$ cat src/rtl/addr_mode_sequencer.sv
//============================================================================
// Module      : addr_mode_sequencer
// Description : Machine-cycle FSM that steps the address bus through one
//               addressing-mode access (IMM, ABS, ABS_X, ABS_Y, STACK).
//               Drives the high/low address mux selects, the operand load
//               and PC-increment strobes, and reports busy/done.
//
// Ports       : fclk          system clock
//               reset         synchronous active-high reset
//               q[1:0]        machine-cycle phase, tick = (q == 3)
//               be            bus enable, low freezes the sequencer
//               start         new access request (IDLE, on a tick)
//               mode[2:0]     0 IMM, 1 ABS, 2 ABS_X, 3 ABS_Y, 4 STACK
//               page_cross    index-add carry, used on the IDX tick
//               hmode_select  high-byte source select (registered)
//               lmode_select  low-byte source select (registered)
//               idx_sel       ALU index operand, 0 = X, 1 = Y
//               pc_inc, latch_lo_en, latch_hi_en, alu_index_req, fix_hi
//                             one-fclk strobes on the tick of a state
//               busy          state != IDLE
//               done          one-fclk pulse after the access completes
//
// Revision    : 1.0  initial release
//============================================================================
`default_nettype none

module addr_mode_sequencer #(
    parameter logic [2:0] IDLE_HSEL = 3'b101,
    parameter logic [2:0] IDLE_LSEL = 3'b101
) (
    input  logic       fclk,
    input  logic       reset,
    input  logic [1:0] q,
    input  logic       be,
    input  logic       start,
    input  logic [2:0] mode,
    input  logic       page_cross,
    output logic [2:0] hmode_select,
    output logic [2:0] lmode_select,
    output logic       idx_sel,
    output logic       pc_inc,
    output logic       latch_lo_en,
    output logic       latch_hi_en,
    output logic       alu_index_req,
    output logic       fix_hi,
    output logic       busy,
    output logic       done
);

    typedef enum logic [2:0] {
        S_IDLE = 3'd0,
        S_OPER = 3'd1,
        S_LO   = 3'd2,
        S_HI   = 3'd3,
        S_EFF  = 3'd4,
        S_IDX  = 3'd5,
        S_FIX  = 3'd6,
        S_STK  = 3'd7
    } state_t;

    localparam logic [2:0] c_MODE_ABS   = 3'd1;
    localparam logic [2:0] c_MODE_ABSX  = 3'd2;
    localparam logic [2:0] c_MODE_ABSY  = 3'd3;
    localparam logic [2:0] c_MODE_STACK = 3'd4;

    localparam logic [2:0] c_SEL_LATCH  = 3'b110;
    localparam logic [2:0] c_SEL_ALU    = 3'b011;
    localparam logic [2:0] c_SEL_STACK  = 3'b010;

    state_t     r_state_q,   w_state_d;
    logic       r_indexed_q, w_indexed_d;
    logic       r_idx_sel_q, w_idx_sel_d;
    logic [2:0] r_hsel_q,    w_hsel_d;
    logic [2:0] r_lsel_q,    w_lsel_d;
    logic       r_done_q,    w_done_d;
    logic       w_step;

    // The sequencer only advances on an enabled machine-cycle boundary.
    assign w_step = (q == 2'b11) && be;

    always_comb begin
        w_state_d   = r_state_q;
        w_indexed_d = r_indexed_q;
        w_idx_sel_d = r_idx_sel_q;
        if (w_step) begin
            case (r_state_q)
                S_IDLE: begin
                    if (start) begin
                        w_idx_sel_d = (mode == c_MODE_ABSY);
                        w_indexed_d = (mode == c_MODE_ABSX) || (mode == c_MODE_ABSY);
                        case (mode)
                            c_MODE_ABS,
                            c_MODE_ABSX,
                            c_MODE_ABSY:  w_state_d = S_LO;
                            c_MODE_STACK: w_state_d = S_STK;
                            default:      w_state_d = S_OPER;  // IMM and undefined modes
                        endcase
                    end
                end
                S_LO:    w_state_d = S_HI;
                S_HI:    w_state_d = r_indexed_q ? S_IDX : S_EFF;
                S_IDX:   w_state_d = page_cross ? S_FIX : S_IDLE;
                default: w_state_d = S_IDLE;  // OPER, EFF, FIX, STK all finish here
            endcase
        end
    end

    // Selects are decoded from the next state and registered with it, so
    // they switch on the tick edge and are stable for the whole machine cycle.
    always_comb begin
        w_hsel_d = IDLE_HSEL;
        w_lsel_d = IDLE_LSEL;
        case (w_state_d)
            S_EFF: begin
                w_hsel_d = c_SEL_LATCH;
                w_lsel_d = c_SEL_LATCH;
            end
            S_IDX, S_FIX: begin
                w_hsel_d = c_SEL_LATCH;
                w_lsel_d = c_SEL_ALU;
            end
            S_STK: begin
                w_hsel_d = c_SEL_STACK;
                w_lsel_d = c_SEL_STACK;
            end
            default: begin
                w_hsel_d = IDLE_HSEL;
                w_lsel_d = IDLE_LSEL;
            end
        endcase
    end

    assign w_done_d = w_step && (r_state_q != S_IDLE) && (w_state_d == S_IDLE);

    always_ff @(posedge fclk) begin
        if (reset) begin
            r_state_q   <= S_IDLE;
            r_indexed_q <= 1'b0;
            r_idx_sel_q <= 1'b0;
            r_hsel_q    <= IDLE_HSEL;
            r_lsel_q    <= IDLE_LSEL;
            r_done_q    <= 1'b0;
        end else begin
            r_state_q   <= w_state_d;
            r_indexed_q <= w_indexed_d;
            r_idx_sel_q <= w_idx_sel_d;
            r_hsel_q    <= w_hsel_d;
            r_lsel_q    <= w_lsel_d;
            r_done_q    <= w_done_d;
        end
    end

    assign hmode_select  = r_hsel_q;
    assign lmode_select  = r_lsel_q;
    assign idx_sel       = r_idx_sel_q;
    assign busy          = (r_state_q != S_IDLE);
    assign done          = r_done_q;

    assign pc_inc        = w_step && ((r_state_q == S_OPER) || (r_state_q == S_LO) ||
                                      (r_state_q == S_HI));
    assign latch_lo_en   = w_step && ((r_state_q == S_OPER) || (r_state_q == S_LO));
    assign latch_hi_en   = w_step && (r_state_q == S_HI);
    assign alu_index_req = w_step && (r_state_q == S_IDX);
    assign fix_hi        = w_step && (r_state_q == S_FIX);

endmodule

`default_nettype wire

$ cat config.mk
export PLATFORM = sky130hd
export DESIGN_NAME = addr_mode_sequencer
export DESIGN_NICKNAME = d
export VERILOG_FILES = /design/src/rtl/addr_mode_sequencer.sv
export SDC_FILE = /design/constraint.sdc
export NUM_CORES = 1
export LEC_CHECK = 0
export ABC_AREA = 1
export BUFFER_PORTS_ARGS = -buffer_cell sky130_fd_sc_hd__buf_2
export CORE_UTILIZATION = 45
export DETAILED_ROUTE_END_ITERATION = 8
export HOLD_SLACK_MARGIN = 0.02
export PLACE_DENSITY = 0.76
export SLEW_MARGIN = 20
export SYNTH_ARGS = -nofsm -noshare
export SYNTH_HDL_FRONTEND = slang
export SYNTH_SLANG_ARGS = --single-unit
$ cat constraint.sdc
create_clock -name fclk -period 1.45 [get_ports fclk]
set_clock_uncertainty 0.1 [all_clocks]
set_input_delay 0.2175 -clock fclk [delete_from_list [all_inputs] [get_ports fclk]]
set_output_delay 0.2175 -clock fclk [all_outputs]
set_load 0.01 [all_outputs]
==> qor.yml <==
timing:
  finalCritPeriodShare_pct: 97.2
  tightest_slew_ns: 0.249
  timing.final.crit_period_ns: 1.41
  report.final.setup_viol: 0
  relSlewSlack_pct: 83.4
  hold_viol: 0
  final_max_slew_viol_count: 0
  clock.fmax_mhz: 709
  rsz0062_at_grt: "true"
cts:
  clock_path_buffers: 2
  cts.reportedPaths.clkPinSlew_ns: 0.07
  cts_tree: "done"
  clock_sinks: 12
  htree_levels: 1
  postCtsHoldBufs: 0
  post_cts_buffers: 0
  cts_root_buf: "clkbuf_4"
  clock_latency_ns: 0.26
  cts_buffers: 3
global_routing:
  grt_pass1_wl_um: 2120
  grt.overflow.total: 0
  antenna_found_initial: 0
  grt_max_degree: 9
  grt_pass1_vias: 560
  grtUsageTotal_pct: 20.8
layout:
  nNetsFinal: 124
  stdcell_count: 127
  area_delta_synth_final_pct: 35.6
  num_antenna_cells: 0
  multiInputGateArea_um2: 337
  fillers: 116
  drive_gt1_share_pct: 49.6
  register_area_um2: 249
synth:
  yosysTopAreaCellShare_pct: 40.0
  yosysSeqAreaShare_pct: 40.0
  synth_nets: 95
  yosysUniqueCellTypes: 18
  syn_avg_cell_area_um2: 7.07
  syn_inst: 85
  ys_ff_latch: 12
  yosys.area.top_type: "dfxtp_1"
  yosys_warnings: 0
  synth_area_leaders: "dfxtp_1 (40%), nand2_1 (14%), nand2_2 (6.3%)"
  syn_area_um2: 601
run:
  max_cap_violations: 0
setup_path:
  worstPathArrival_ns: 1.09
  r2r_end: "hmode_select[2]"
  worst_setup_path_start_kind: "flop"
  r2r_start: "r_state_q[0]"
  ff2ff_path_depth: 6
  critical_path.top_delay_family: "flip-flops"
  path_cells: "inv_4 -> nor4_2 -> buf_2"
  cp-end-kind: "output pin"
  slowest_delay_ns: 0.37
  worstSetupPathType: "flop to output pin"
  slowest_stage: "dfxtp_2"
  cp_max_fo: 7
  cp.depth: 3
  crit_buf_inv: 2
  required_ns: 1.13
  r2r_slack_ns: 0.14
floorplan:
  die_height_um: 38.5
  die_area_mm2: 0.00148
  start_util_pct: 51.3
  die_w_um: 38.5
  fp-row-count: 12
  core_mm2: 0.00117
  ios: 24
min_path:
  worstHoldPathCells: 2
  holdPathEnd: "r_state_q[1]"
  min_path_type: "input pin to flop"
  hp-start: "reset"
placement:
  hpwlAfterDp_um: 1010
  io_buffers: 23
  gp_congestion: 0.797
  dp.cells: 123
route:
  wl_per_cell_um: 10.6
  vias: 611
  vias_per_cell: 4.81
  drc: 0
  wl_um: 1350
  dr.first_iter.drc_count: 12
  ant_nets: 0
  firstDrtPassIters: 4
outcome:
  status: "finished, final reports clean"
power_and_ir_drop:
  total_leakage_power_uw: 0.000426
  p_per_area_mw_per_mm2: 860
  fin_total_pwr_uw: 700
  irDropWorstVdd_v: 0.000466
Yosys cell counts:
| master | n |
|---|---|
| a21oi_1 | 5 |
| a21oi_2 | 1 |
| dfxtp_1 | 12 |
| inv_1 | 9 |
| inv_2 | 2 |
| inv_4 | 1 |
| nand2_1 | 23 |
| nand2_2 | 6 |
| nand2_4 | 2 |
| nand3_1 | 3 |
| nand3_2 | 2 |
| nand4_1 | 2 |
| nor2_1 | 6 |
| nor2_2 | 5 |
| nor3_1 | 2 |
| nor4_1 | 1 |
| o21ai_0 | 1 |
| o21ai_1 | 2 |
area by class of cell:
type / count / share of cell area (%)
clock buffer: 4 / 4.45
inverter: 12 / 6.45
multi-input combinational: 61 / 41.3
sequential: 12 / 30.6
tap: 14 / 2.15
timing repair buffer: 24 / 15.1
flip-flops by register name, summed over array words and instances, names as in the netlist:
register and flops:
idx_sel 1, r_indexed_q 1, r_state_q 3, lmode_select 3, hmode_select 3, done 1
per-layer routing:
metal  share of wire [%]  vias to the layer above  GRT usage (%)
met5                   0                        -              0
met4                   0                        0           9.48
met3                 5.0                        0           6.40
met2                  53                       19           36.7
met1                  42                      271           22.3
li1                    -                      321              -
cell families (layout without fill, tap and decap cells):
kind of cell,after synthesis,count (layout),share of synthesized area (%)
simple gates,52,52,44.0
flops,12,12,40.0
buf+inv,12,40,7.92
compound gates,9,9,8.12
worst max-delay path by stage:
stage / startpoint / to / slack, ns
after floorplan: r_state_q[0] / lmode_select[0] / 0.22
after global placement: r_state_q[0] / lmode_select[0] / 0.11
after detailed placement: r_state_q[0] / lmode_select[0] / 0.10
after CTS: r_state_q[1] / alu_index_req / 0.0009
after global routing: r_state_q[1] / latch_hi_en / -0.02
final: r_state_q[1] / latch_hi_en / 0.04
power breakdown:
part           switching [uW]  internal (uW)
logic                    67.2           38.8
registers                6.73            333
clock network             102            152
layout by cell type, fill, tap and decap left out, drive strengths merged:
cell type / netlist / final
nor3: 2 / 2
nand2: 31 / 31
nand4: 2 / 2
nand3: 5 / 5
o21ai: 3 / 3
a21oi: 6 / 6
buf: 0 / 24
dfxtp: 12 / 12
inv: 12 / 12
nor4: 1 / 1
nor2: 11 / 11
clkbuf: 0 / 4
timing repair:
action | in CTS | in global routing
resized for setup | 3 | 11
pin swaps | 0 | 1
setup endpoints to repair | 3 | 4
stage by stage:
step                      cell area [um2]  TNS, ns  setup slack (ns)  util (%)  hold WS, ns
after floorplan                       601        0             0.223         -        0.187
after global placement                741        0             0.110      63.2        0.357
after detailed placement              741        0             0.100      63.2        0.356
after CTS                             781        0          0.000922      66.7       0.0806
after global routing                  815  -0.0461           -0.0189      69.6       0.0841
final                                 815        0            0.0405      69.6       0.0852
Note: power is estimated with default switching activity, not from simulation.
